==> src/rtl/axi_irq_mc_pkg.sv <==
// -----------------------------------------------------------------------------
// axi_irq_mc_pkg
// Shared constants for the AXI-Lite interrupt controller: register offsets,
// the AXI OKAY response code, the per-source trigger mode encoding, and a
// priority helper used to build the VEC register.
// -----------------------------------------------------------------------------
package axi_irq_mc_pkg;

  localparam logic [4:0] OFF_GIE  = 5'h00;
  localparam logic [4:0] OFF_IER  = 5'h04;
  localparam logic [4:0] OFF_ISR  = 5'h08;
  localparam logic [4:0] OFF_IAR  = 5'h0C;
  localparam logic [4:0] OFF_IPR  = 5'h10;
  localparam logic [4:0] OFF_MODE = 5'h14;
  localparam logic [4:0] OFF_POL  = 5'h18;
  localparam logic [4:0] OFF_VEC  = 5'h1C;

  localparam logic [1:0] RESP_OKAY = 2'b00;

  typedef enum logic {
    MODE_LEVEL = 1'b0,
    MODE_EDGE  = 1'b1
  } irq_mode_e;

  // Index of the lowest set bit, or all-ones when nothing is pending.
  function automatic logic [31:0] lowest_set(input logic [31:0] v);
    logic [31:0] res;
    logic        found;
    res   = '1;
    found = 1'b0;
    for (int unsigned i = 0; i < 32; i++) begin
      if (v[i] && !found) begin
        res   = i;
        found = 1'b1;
      end
    end
    return res;
  endfunction

endpackage

==> src/rtl/axi_irq_mc_sync.sv <==
// -----------------------------------------------------------------------------
// axi_irq_mc_sync
// Per-source synchronizer, polarity normalisation and trigger detection.
//   i_clk, i_rst : clock, asynchronous active-high reset
//   i_src        : raw asynchronous interrupt sources
//   i_pol        : current polarity (1 = active-high source)
//   i_pol_next   : polarity value being loaded this cycle
//   i_mode       : trigger mode per source (MODE_EDGE / MODE_LEVEL)
//   o_set        : one-cycle ISR set request per source
// -----------------------------------------------------------------------------
module axi_irq_mc_sync
  import axi_irq_mc_pkg::*;
#(
  parameter int unsigned NUM_IRQ     = 8,
  parameter int unsigned SYNC_STAGES = 2
) (
  input  logic               i_clk,
  input  logic               i_rst,
  input  logic [NUM_IRQ-1:0] i_src,
  input  logic [NUM_IRQ-1:0] i_pol,
  input  logic [NUM_IRQ-1:0] i_pol_next,
  input  logic [NUM_IRQ-1:0] i_mode,
  output logic [NUM_IRQ-1:0] o_set
);

  logic [NUM_IRQ-1:0] r_sync [SYNC_STAGES];
  logic [NUM_IRQ-1:0] r_hist;
  logic [NUM_IRQ-1:0] w_act;

  always_ff @(posedge i_clk or posedge i_rst) begin
    if (i_rst) begin
      for (int unsigned i = 0; i < SYNC_STAGES; i++) r_sync[i] <= '0;
      r_hist <= '0;
    end else begin
      r_sync[0] <= i_src;
      for (int unsigned i = 1; i < SYNC_STAGES; i++) r_sync[i] <= r_sync[i-1];
      // History is taken with the polarity that will be in force next cycle,
      // so a POL write never looks like an inactive->active transition.
      r_hist <= ~(r_sync[SYNC_STAGES-1] ^ i_pol_next);
    end
  end

  always_comb begin
    w_act = ~(r_sync[SYNC_STAGES-1] ^ i_pol);
    o_set = '0;
    for (int unsigned i = 0; i < NUM_IRQ; i++) begin
      if (i_mode[i] == MODE_EDGE) o_set[i] = w_act[i] & ~r_hist[i];
      else                        o_set[i] = w_act[i];
    end
  end

endmodule

==> src/rtl/axi_irq_mc.sv <==
// -----------------------------------------------------------------------------
// axi_irq_mc
// AXI4-Lite interrupt controller with per-source edge/level mode, polarity,
// enable, write-1-to-clear acknowledge and a lowest-index priority vector.
//   ACLK, ARESET   : clock, asynchronous active-high reset
//   S_AXI_AW*/W*/B*: write address/data/response channels (5-bit address)
//   S_AXI_AR*/R*   : read address/data channels
//   irq_src        : NUM_IRQ asynchronous interrupt sources
//   irq            : registered interrupt request, polarity IRQ_ACTIVE_HIGH
// Registers: 0x00 GIE, 0x04 IER, 0x08 ISR, 0x0C IAR, 0x10 IPR, 0x14 MODE,
//            0x18 POL, 0x1C VEC.
// -----------------------------------------------------------------------------
module axi_irq_mc
  import axi_irq_mc_pkg::*;
#(
  parameter int unsigned NUM_IRQ         = 8,
  parameter int unsigned SYNC_STAGES     = 2,
  parameter int          IRQ_ACTIVE_HIGH = 1
) (
  input  logic               ACLK,
  input  logic               ARESET,
  input  logic [4:0]         S_AXI_AWADDR,
  input  logic               S_AXI_AWVALID,
  output logic               S_AXI_AWREADY,
  input  logic [31:0]        S_AXI_WDATA,
  input  logic [3:0]         S_AXI_WSTRB,
  input  logic               S_AXI_WVALID,
  output logic               S_AXI_WREADY,
  output logic [1:0]         S_AXI_BRESP,
  output logic               S_AXI_BVALID,
  input  logic               S_AXI_BREADY,
  input  logic [4:0]         S_AXI_ARADDR,
  input  logic               S_AXI_ARVALID,
  output logic               S_AXI_ARREADY,
  output logic [31:0]        S_AXI_RDATA,
  output logic [1:0]         S_AXI_RRESP,
  output logic               S_AXI_RVALID,
  input  logic               S_AXI_RREADY,
  input  logic [NUM_IRQ-1:0] irq_src,
  output logic               irq
);

  localparam logic [31:0] IRQ_MASK =
    (NUM_IRQ >= 32) ? 32'hFFFF_FFFF : 32'((64'd1 << NUM_IRQ) - 64'd1);
  localparam logic IRQ_IDLE = (IRQ_ACTIVE_HIGH != 0) ? 1'b0 : 1'b1;

  logic        r_awready, r_wready, r_bvalid;
  logic [4:0]  r_waddr;
  logic [31:0] r_wdata;
  logic [3:0]  r_wstrb;
  logic        r_arready, r_rvalid;
  logic [4:0]  r_raddr;
  logic [31:0] r_rdata;
  logic        r_gie;
  logic [31:0] r_ier, r_isr, r_mode, r_pol;
  logic        r_irq;

  logic               w_wr_start, w_wr_commit, w_rd_start, w_irq_any;
  logic [31:0]        w_bmask, w_wbits, w_iar_clr, w_pol_next, w_set32, w_rmux;
  logic [NUM_IRQ-1:0] w_set;

  // Write: the request is captured on the accept edge, ready is shown for one
  // cycle, and the register update lands on the edge that completes it.
  assign w_wr_start  = S_AXI_AWVALID & S_AXI_WVALID & ~r_bvalid & ~r_awready;
  assign w_wr_commit = r_awready;
  assign w_rd_start  = S_AXI_ARVALID & ~r_rvalid & ~r_arready;

  assign w_bmask = {{8{r_wstrb[3]}}, {8{r_wstrb[2]}}, {8{r_wstrb[1]}}, {8{r_wstrb[0]}}};
  assign w_wbits = r_wdata & w_bmask & IRQ_MASK;

  assign w_iar_clr  = (w_wr_commit && r_waddr == OFF_IAR) ? w_wbits : '0;
  assign w_pol_next = (w_wr_commit && r_waddr == OFF_POL)
                      ? ((r_pol & ~w_bmask) | w_wbits) : r_pol;

  assign w_irq_any = r_gie & (|(r_isr & r_ier));

  axi_irq_mc_sync #(
    .NUM_IRQ    (NUM_IRQ),
    .SYNC_STAGES(SYNC_STAGES)
  ) u_sync (
    .i_clk     (ACLK),
    .i_rst     (ARESET),
    .i_src     (irq_src),
    .i_pol     (r_pol[NUM_IRQ-1:0]),
    .i_pol_next(w_pol_next[NUM_IRQ-1:0]),
    .i_mode    (r_mode[NUM_IRQ-1:0]),
    .o_set     (w_set)
  );

  always_comb begin
    w_set32 = '0;
    w_set32[NUM_IRQ-1:0] = w_set;
  end

  always_comb begin
    w_rmux = '0;
    case (r_raddr)
      OFF_GIE:  w_rmux = {31'd0, r_gie};
      OFF_IER:  w_rmux = r_ier;
      OFF_ISR:  w_rmux = r_isr;
      OFF_IPR:  w_rmux = r_isr & r_ier;
      OFF_MODE: w_rmux = r_mode;
      OFF_POL:  w_rmux = r_pol;
      OFF_VEC:  w_rmux = lowest_set(r_isr & r_ier);
      default:  w_rmux = '0;
    endcase
  end

  always_ff @(posedge ACLK or posedge ARESET) begin
    if (ARESET) begin
      r_awready <= 1'b0;
      r_wready  <= 1'b0;
      r_bvalid  <= 1'b0;
      r_waddr   <= '0;
      r_wdata   <= '0;
      r_wstrb   <= '0;
    end else if (w_wr_start) begin
      r_awready <= 1'b1;
      r_wready  <= 1'b1;
      r_waddr   <= S_AXI_AWADDR;
      r_wdata   <= S_AXI_WDATA;
      r_wstrb   <= S_AXI_WSTRB;
    end else if (r_awready) begin
      r_awready <= 1'b0;
      r_wready  <= 1'b0;
      r_bvalid  <= 1'b1;
    end else if (r_bvalid && S_AXI_BREADY) begin
      r_bvalid  <= 1'b0;
    end
  end

  always_ff @(posedge ACLK or posedge ARESET) begin
    if (ARESET) begin
      r_arready <= 1'b0;
      r_rvalid  <= 1'b0;
      r_raddr   <= '0;
      r_rdata   <= '0;
    end else if (w_rd_start) begin
      r_arready <= 1'b1;
      r_raddr   <= S_AXI_ARADDR;
    end else if (r_arready) begin
      r_arready <= 1'b0;
      r_rvalid  <= 1'b1;
      r_rdata   <= w_rmux;
    end else if (r_rvalid && S_AXI_RREADY) begin
      r_rvalid  <= 1'b0;
    end
  end

  always_ff @(posedge ACLK or posedge ARESET) begin
    if (ARESET) begin
      r_gie  <= 1'b0;
      r_ier  <= '0;
      r_isr  <= '0;
      r_mode <= '0;
      r_pol  <= IRQ_MASK;
      r_irq  <= IRQ_IDLE;
    end else begin
      if (w_wr_commit) begin
        case (r_waddr)
          OFF_GIE:  if (r_wstrb[0]) r_gie <= r_wdata[0];
          OFF_IER:  r_ier  <= (r_ier  & ~w_bmask) | w_wbits;
          OFF_MODE: r_mode <= (r_mode & ~w_bmask) | w_wbits;
          default:  ;
        endcase
      end
      r_pol <= w_pol_next;
      // A set arriving in the same cycle as an acknowledge takes precedence.
      r_isr <= ((r_isr & ~w_iar_clr) | w_set32) & IRQ_MASK;
      r_irq <= (IRQ_ACTIVE_HIGH != 0) ? w_irq_any : ~w_irq_any;
    end
  end

  assign S_AXI_AWREADY = r_awready;
  assign S_AXI_WREADY  = r_wready;
  assign S_AXI_BVALID  = r_bvalid;
  assign S_AXI_BRESP   = RESP_OKAY;
  assign S_AXI_ARREADY = r_arready;
  assign S_AXI_RVALID  = r_rvalid;
  assign S_AXI_RDATA   = r_rdata;
  assign S_AXI_RRESP   = RESP_OKAY;
  assign irq           = r_irq;

endmodule
==> config.mk <==
export PLATFORM = sky130hd
export DESIGN_NAME = axi_irq_mc
export DESIGN_NICKNAME = d
export VERILOG_FILES = /design/src/rtl/axi_irq_mc_pkg.sv /design/src/rtl/axi_irq_mc_sync.sv /design/src/rtl/axi_irq_mc.sv
export SDC_FILE = /design/constraint.sdc
export NUM_CORES = 1
export LEC_CHECK = 0
export ABC_AREA = 1
export BUFFER_PORTS_ARGS = -buffer_cell sky130_fd_sc_hd__buf_4
export CORE_MARGIN = 4
export CORE_UTILIZATION = 35
export DETAILED_ROUTE_END_ITERATION = 16
export GPL_TIMING_DRIVEN = 0
export PLACE_DENSITY = 0.54
export SLEW_MARGIN = 5
export SYNTH_ARGS = -nofsm -noshare
export SYNTH_HDL_FRONTEND = slang
export SYNTH_HIERARCHICAL = 1
export SYNTH_SLANG_ARGS = --single-unit
==> constraint.sdc <==
create_clock -name ACLK -period 4.7 [get_ports ACLK]
set_input_delay 0.235 -clock ACLK [delete_from_list [all_inputs] [get_ports ACLK]]
set_output_delay 0.235 -clock ACLK [all_outputs]
set_load 0.01 [all_outputs]
# Yosys cells after proc, flatten, opt, wreduce, memory -nomap -nowiden
# Index checks and enable logic that the tools add are counted.
[classes]
n_addsub = 0
n_mul = 0
n_div = 0
order_cmp = 0
eq_ne = 10
n_shift = 0
muxes = 113
n_bitwise = 44
n_reduce_logical = 78
[ops]
columns = ["operator", "n"]
rows = [
  ["$mux 32", 32],
  ["$pmux 32 s7", 1],
  ["$and 32x32->32", 3],
  ["$or 32x8->32", 3],
  ["$mux 1", 78],
  ["$logic_and 1x1->1", 35],
  ["$and 8x32->32", 1],
  ["$not 32->32", 1],
  ["$reduce_or 32->1", 1],
  ["$logic_not 1->1", 31],
  ["$eq 5x5->1 const B", 6],
  ["$not 8->8", 3],
  ["$and 8x8->8", 2],
  ["$mux 8", 2],
  ["$xor 8x8->8", 2],
  ["$and 1x1->1", 14],
  ["$not 1->1", 14],
  ["$eq 5x3->1 const B", 2],
  ["$eq 5x4->1 const B", 2],
  ["$logic_not 5->1", 2],
  ["$reduce_and 2->1", 5],
  ["$or 8x8->8", 1],
  ["$reduce_bool 2->1", 3],
  ["$reduce_and 3->1", 1],
]
[totals]
regBits = 189
latch_bits = 0
mem_bits_rw = 0
rom_bits = 0
in_bits = 61
out_inout_bits = 42
word_cells = 265
mem_count = 0

# Longest topological paths before layout
# Gate-level depths: netlist (run 1).
[logic_depth]
ltp_word = 127
ltp_mapped = 11

# Cells and area by module
# Netlist (run 1), hierarchy kept.
[modules_own_cells]
columns = ["module", "n_inst", "cells_each", "area_per_inst_um2", "seq_area_each_um2"]
rows = [
  ["axi_irq_mc", 1, 838, 7018.0, 4139.0],
  ["axi_irq_mc_sync", 1, 81, 854.6, 600.6],
]

# Worst setup path after synthesis (run 1)
# No wires, ideal clock.
[synth_timing]
path_type = "register to register"
start = "register r_waddr[0]"
end = "register u_sync.r_hist[0]"
t_arrival_ps = 1307
slack_ps = 3262
path_stages_with_launch = 8
n_path_buf = 1
period_less_slack_ps = 1438
cell_sequence = "dfrtp_1 nor2_1 nand2_1 nor2_1 nand2_1 clkbuf_1 o21ai_0 xnor2_1"
[synth_via]
elab_chain_cells = 5
[synth_rtl]
columns = ["element", "line_no", "source"]
rows = [
  ["start, declared", "axi_irq_mc.sv:48", "logic [4:0] r_waddr;"],
  ["start signal, assigned", "axi_irq_mc.sv:114", "r_waddr <= '0;"],
  ["start signal, assigned", "axi_irq_mc.sv:120", "r_waddr <= S_AXI_AWADDR;"],
  ["$eq 5x5->1", "axi_irq_mc.sv:72", "assign w_pol_next = (w_wr_commit && r_waddr == OFF_POL)"],
  ["$logic_and 1x1->1", "axi_irq_mc.sv:72", ""],
  ["$mux 8", "axi_irq_mc.sv:73", "? ((r_pol & ~w_bmask) | w_wbits) : r_pol;"],
  ["via w_pol_next[0]", "axi_irq_mc.sv:59", "logic [31:0] w_bmask, w_wbits, w_iar_clr, w_pol_next, w_set32, w_rmux;"],
  ["$xor 8x8->8", "axi_irq_mc_sync.sv:39", "r_hist <= ~(r_sync[SYNC_STAGES-1] ^ i_pol_next);"],
  ["$not 8->8", "axi_irq_mc_sync.sv:39", ""],
  ["end signal, assigned", "axi_irq_mc_sync.sv:39", ""],
  ["end, declared", "axi_irq_mc_sync.sv:27", "logic [NUM_IRQ-1:0] r_hist;"],
]
# The timed path passes the listed nets, and every way through them passes these cells.
# A chain may end at the register's enable or synchronous reset.

# Worst setup path after layout (run 1)
[layout_timing]
start = "register r_waddr[0]"
end = "register r_ier[9]"
[layout_via]
elab_chain_cells = 2
[layout_rtl]
columns = ["element", "line_no", "source"]
rows = [
  ["$eq 5x3->1", "axi_irq_mc.sv:160", "case (r_waddr)"],
  ["$reduce_and 2->1 (no line)", "-", ""],
  ["end signal, assigned", "axi_irq_mc.sv:162", "OFF_IER: r_ier <= (r_ier & ~w_bmask) | w_wbits;"],
  ["end, declared", "axi_irq_mc.sv:55", "logic [31:0] r_ier, r_isr, r_mode, r_pol;"],
]
# Every way passes these cells.

==> flow_metrics.tcl, run 1 <==
set metrics [dict create \
    hold_start "S_AXI_RREADY" \
    initial_core_util 0.3585 \
    drv_slew 0 \
    synthCells 919 \
    ff2ff_path_depth 8 \
    avgRoutedWirePerCell_um 13.85 \
    critPathLaunch "r_waddr[0]" \
    syn_area_um2 7873 \
    syn_to_final_growth_pct 21.58 \
    ys_seq_area_frac 0.6020 \
    post_cts_buffers 0 \
    cp.required_ps 4970 \
    top_layer_used "met4" \
    cp_common_cell "nor2_1" \
    die_x_um 158.0 \
    placed_cells 1277 \
    grt_pass1_wl_um 30750 \
    fp.dieH_um 158.0 \
    yosys.area.top_type "dfrtp_1" \
    vias_per_cell 4.387 \
    clock-root-buffer "clkbuf_16" \
    cpPeakStageDelay_ps 600 \
    synth_cell_type_count 29 \
    ir_drop_v 0.0002256 \
    cp.arrival_ps 2100 \
    slew_headroom 0.3628 \
    worst_hold_path_type "input port to flop" \
    ys_ff_latch 189 \
    yosys_warnings 6 \
    grt_max_degree 112 \
    fp.dieArea_um2 24960 \
    drive_above_1_share 0.1382 \
    ant_nets 0 \
    synth_area_leaders "dfrtp_1 58%, nand2_1 13%, nor2_1 6.1%" \
    drc_errors 0 \
    final_nets 1097 \
    num_rows 54 \
    critPathMaxFanout 8 \
    place_area_um2 8825 \
    fillers 2205 \
    rsz0062_at_grt "false" \
    path_cells "nor2_1 -> nand2_1 -> inv_1 -> nand2_1 -> nor2_1 -> inv_1 -> nor2_1 -> nor2_1" \
    syn_area_per_cell_um2 8.566 \
    maxCapViolations 0 \
    portBuffers 74 \
    path_clk_slew_ps 70 \
    clock_sinks 189 \
    fin_crit_sh 0.3901 \
    whs_path_depth 2 \
    insertion_delay_ps 430 \
    hold_violations 0 \
    num_antenna_cells 0 \
    total_leakage_power_nw 4.755 \
    slowest_stage "nor2_1" \
    initialDrtViolationCount 504 \
    tightest_slew_ps 954.8 \
    crit_buf_inv 2 \
    numCtsBuffers 17 \
    status "finished clean" \
    fp.coreArea_um2 21960 \
    drt-met1-wl_um 9185 \
    critical_path_class "flop to flop" \
    first_global_vias 5854 \
    startpoint_type "flop" \
    whs_ps 10.29 \
    cts_tree "done" \
    powerDensity_nw_per_um2 421.9 \
    critical_path.endpoint_type "flop" \
    finalPower_mw 4.038 \
    gr-total-overflow 0 \
    routed_wl_um 18410 \
    r2r_start "r_waddr[0]" \
    path_depth 8 \
    design_area_um2 9572 \
    place.gp.congestion 0.8034 \
    crit_family "simple AND/OR/NAND/NOR gates" \
    fmax_mhz 545.4 \
    dp_hpwl_um 13200 \
    instances_no_fill 1329 \
    via_count 5830 \
    wl_met3_um 525 \
    finalSetupViolations 0 \
    clock_skew_ps 18.70 \
    grt_util_all_layers 0.1566 \
    post-route-min-period_ps 1834 \
    wl_met2_um 8465 \
    ios 103 \
    dr.pass1.iters 4 \
    htree_levels 4 \
    antenna_found_initial 0 \
    clk_path_buf_depth 2 \
    synth_top_area_frac 0.5753 \
]
==> flip-flops by register name, summed over array words and instances, names as in the netlist, named ones only <==
signal,count
r_gie,1
r_pol,32
u_sync/r_sync,16
u_sync/r_hist,8
S_AXI_RVALID,1
r_ier,24
irq,1
r_wdata,8
r_isr,8
S_AXI_RDATA,32
r_waddr,5
r_mode,24
S_AXI_WREADY,1
S_AXI_ARREADY,1
S_AXI_BVALID,1
r_wstrb,4
S_AXI_AWREADY,1
r_raddr,5
==> final timing paths <==
check | slack [ps] | to
min reg2reg | 350 | u_sync/r_sync[5]
max reg2reg | 2870 | r_ier[9]
max in group asynchronous | 3420 | r_mode[27]
max | 2870 | r_ier[9]
min | 10 | S_AXI_RVALID
min in group asynchronous | 390 | asynchronous set/reset pin
==> cells in the final DEF (no fill, tap or decap), drive strengths merged <==
master,n
o21ai,74
nand4,22
nand3,42
o31ai,1
dfstp,8
xnor2,8
a31oi,2
nor2,133
inv,133
clkbuf,34
dfrtp,181
dlygate4sd3,20
nand3b,2
nor3,1
clkinv,4
a21oi,8
nand2,273
or2,1
buf,94
a21o,1
clkinvlp,3
conb,4
==> area by class of cell <==
type	count	area, um^2	share of cell area
timing repair buffer	95	783.3	0.08183
sequential	189	4740	0.4952
buffer	31	163.9	0.01712
tap	280	350.3	0.03660
inverter	130	495.5	0.05176
clock buffer	22	464.2	0.04850
clock inverter	10	82.58	0.008627
multi-input combinational	572	2492	0.2604
==> stage by stage <==
step                      setup slack, ps  utilization  setup TNS, ps
after CTS                            2832       0.4359              0
after global routing                 2614       0.4359              0
final                                2866       0.4359              0
after floorplan                     16.56            -              0
after global placement              -2163       0.4003        -338280
after detailed placement             2827       0.4019              0
==> where the power goes <==
part | switching [mW] | leakage, nW | internal (mW)
Combinational | 0.505 | 2.03 | 0.270
Sequential | 0.113 | 2.46 | 1.80
Clock | 0.636 | 0.260 | 0.717
Total | 1.25 | 4.76 | 2.79
==> cell families (layout without fill, tap and decap cells) <==
logic type / Yosys count / count (layout) / share of synthesized area
simple gates: 474 / 474 / 0.2502
flops: 189 / 189 / 0.6020
buf+inv: 161 / 288 / 0.08280
compound gates: 86 / 86 / 0.05563
xor+xnor: 8 / 8 / 0.008901
other cells: 1 / 4 / 0.0004763
==> Yosys cell counts <==
master / count
inv_2: 3
nand2_2: 1
clkbuf_1: 12
buf_6: 1
buf_1: 2
inv_1: 125
o21ai_1: 22
o31ai_1: 1
nand3_1: 39
nand4_1: 22
a21oi_1: 8
nor2_1: 127
dfrtp_1: 181
nor3_4: 1
xnor2_1: 8
dfstp_2: 8
clkinv_1: 2
or2_4: 1
o21ai_0: 52
nor2_4: 5
nand2_1: 272
buf_4: 8
conb_1: 1
a21o_1: 1
nand3b_1: 2
nand3_2: 3
nor2_2: 1
buf_2: 8
a31oi_1: 2
==> routing by layer <==
layer  up-vias  global-route usage
li1       3049                   -
met1      2687              0.2225
met2        84              0.2467
met3        10             0.02597
met4         0             0.04955
met5         -                   0
==> worst register-to-register path, cell delays in order (launching register included) <==
cell and delay, ps:
dfrtp_1 380, nor2_1 140, nand2_1 70, inv_1 110, nand2_1 80, nor2_1 120, inv_1 80, nor2_1 600
nor2_1 90
==> timing repair <==
item,4_1_cts,5_1_grt
endpoints found under the hold margin,72,0
gates resized for setup,0,0
hold buffers,20,0
Note: power is estimated with default switching activity, not from simulation.
==> inputs of run 2 (changes only) <==
--- a/config.mk
+++ b/config.mk
@@ -11,7 +11,7 @@
 export CORE_UTILIZATION = 35
 export DETAILED_ROUTE_END_ITERATION = 16
 export GPL_TIMING_DRIVEN = 0
-export PLACE_DENSITY = 0.54
+export PLACE_DENSITY = 0.52
 export SLEW_MARGIN = 5
 export SYNTH_ARGS = -nofsm -noshare
 export SYNTH_HDL_FRONTEND = slang
==> constraint.sdc (replaced) <==
create_clock -name ACLK -period 1.8 [get_ports ACLK]
set_input_delay 0.09 -clock ACLK [delete_from_list [all_inputs] [get_ports ACLK]]
set_output_delay 0.09 -clock ACLK [all_outputs]
set_load 0.01 [all_outputs]
==> flow_metrics.tcl, run 2 (synthesis results as in run 1) <==
set metrics [dict create \
    status "finished clean" \
    ios 103 \
    critical_path.endpoint_type "flop" \
    syn_to_final_growth_pct 25.21 \
    clock_sinks 189 \
    num_antenna_cells 0 \
    final_common_cell "nand2_1" \
    fp.dieArea_um2 24960 \
    critical_path_class "flop to flop" \
    critPathCapture "S_AXI_RDATA[10]" \
    final_nets 1115 \
    numCtsBuffers 17 \
    path_clk_slew_ps 70 \
    slew_headroom 0.3715 \
    path_depth 8 \
    path_cells "nor2_4 -> nand2_2 -> nor2_4 -> buf_2 -> nand2_1 -> nand3_1 -> o21ai_1 -> nand2_1" \
    clock-root-buffer "clkbuf_16" \
    fmax_mhz 602.4 \
    via_count 5905 \
    fp.coreArea_um2 21960 \
    die_x_um 158.0 \
    insertion_delay_ps 430 \
    drv_slew 0 \
    avgRoutedWirePerCell_um 13.61 \
    r2r_start "r_raddr[1]" \
    cts_tree "done" \
    fp.dieH_um 158.0 \
    ir_drop_v 0.0006724 \
    critPathMaxFanout 10 \
    initial_core_util 0.3585 \
    num_rows 54 \
    fin_crit_sh 0.9222 \
    place.gp.congestion 0.8139 \
    dr.pass1.iters 4 \
    worst_hold_path_type "input port to flop" \
    grt_max_degree 39 \
    routed_wl_um 18330 \
    final_util 0.4489 \
    grt_util_all_layers 0.1541 \
    vias_per_cell 4.384 \
    hold_violations 0 \
    dp_hpwl_um 13450 \
    gr-total-overflow 0 \
    drc_errors 0 \
    crit_buf_inv 1 \
    ff2ff_path_depth 8 \
    fillers 2195 \
    clk_path_buf_depth 2 \
    setup_slack_ps 140.1 \
    layout_common_cells "271 x nand2_1, 180 x dfrtp_1, 124 x inv_1, 118 x nor2_1, 84 x buf_4" \
    clock_skew_ps 19.71 \
    cp.arrival_ps 2020 \
    cpPeakStageDelay_ps 410 \
    total_leakage_power_nw 4.858 \
    post-route-min-period_ps 1660 \
    htree_levels 4 \
    place_ws_ps -86.08 \
    cp.required_ps 2160 \
    portBuffers 74 \
    powerDensity_nw_per_um2 1088 \
    slowest_stage "dfrtp_1" \
    antenna_found_initial 0 \
    critPathLaunch "r_raddr[1]" \
    finalSetupViolations 0 \
    grt_pass1_wl_um 30230 \
    r2r_end "S_AXI_RDATA[10]" \
    ff2ff_setup_slack_ps 140 \
    first_global_vias 5808 \
    whs_ps 26.95 \
    startpoint_type "flop" \
    initialDrtViolationCount 347 \
    crit_family "simple AND/OR/NAND/NOR gates" \
    tightest_slew_ps 941.8 \
    drive_above_1_share 0.1575 \
    ant_nets 0 \
    maxCapViolations 0 \
    rsz0062_at_grt "true" \
]
==> run 2: metrics by stage <==
stage | cells | power (mW) | TNS [ps] | cell area (um^2)
finish | 1347 | 10.73 | 0 | 9857
global route | 1347 | 11.36 | -3.920 | 9857
CTS | 1345 | 10.83 | 0 | 9776
detailed placement | 1280 | 7.116 | -452.3 | 8874
global placement | 1276 | 7.068 | -253560 | 8793
floorplan | 922 | 6.304 | -60010 | 7888
==> run 2: worst min-delay path by stage <==
stage | depth (start not counted) | end | start | slack [ps]
6_report | 4 | r_raddr[0] | S_AXI_ARVALID | 30
5_1_grt | 4 | r_raddr[1] | S_AXI_ARVALID | 30
4_1_cts | 4 | r_raddr[0] | S_AXI_ARVALID | 10
3_5_place_dp | 1 | u_sync/r_sync[13] | irq_src[5] | 200
3_3_place_gp | 1 | u_sync/r_sync[12] | irq_src[4] | 200
2_1_floorplan | 1 | u_sync/r_hist[0] | ARESET | 100
==> run 2: worst min-delay path: cells and delay by family <==
family / cells / cell delay (ps)
simple gates: 3 / 240
buf+inv: 1 / 80
==> run 2: timing repair <==
action	CTS	global route
hold buffers	33	0
hold endpoints to repair	81	0
pin swaps	0	2
setup endpoints to repair	12	102
gates resized for setup	5	34
buffers inserted	0	2
==> run 2: cell type report <==
| type | instances | area (um^2) | share of cell area |
|---|---|---|---|
| Clock inverter | 14 | 132.6 | 0.01346 |
| Sequential cell | 189 | 4741 | 0.4810 |
| Timing Repair Buffer | 113 | 980.9 | 0.09952 |
| Clock buffer | 18 | 429.2 | 0.04354 |
| Tap cell | 280 | 350.3 | 0.03554 |
| Multi-Input combinational cell | 572 | 2547 | 0.2584 |
| Buffer | 31 | 181.4 | 0.01841 |
| Inverter | 130 | 494.2 | 0.05014 |
==> run 2: power by group <==
part	switching (mW)	internal, mW
registers	0.297	4.70
clock network	1.68	1.93
logic	1.36	0.764
total	3.33	7.39
==> run 2: per-layer routing <==
layer	vias up	GRT usage	share of wire	routed length, um
li1	3090	-	-	-
met1	2718	0.2146	0.49	9035
met2	85	0.2467	0.46	8501
met3	12	0.02925	0.032	580
met4	0	0.04549	0.012	212
met5	-	0	0	0
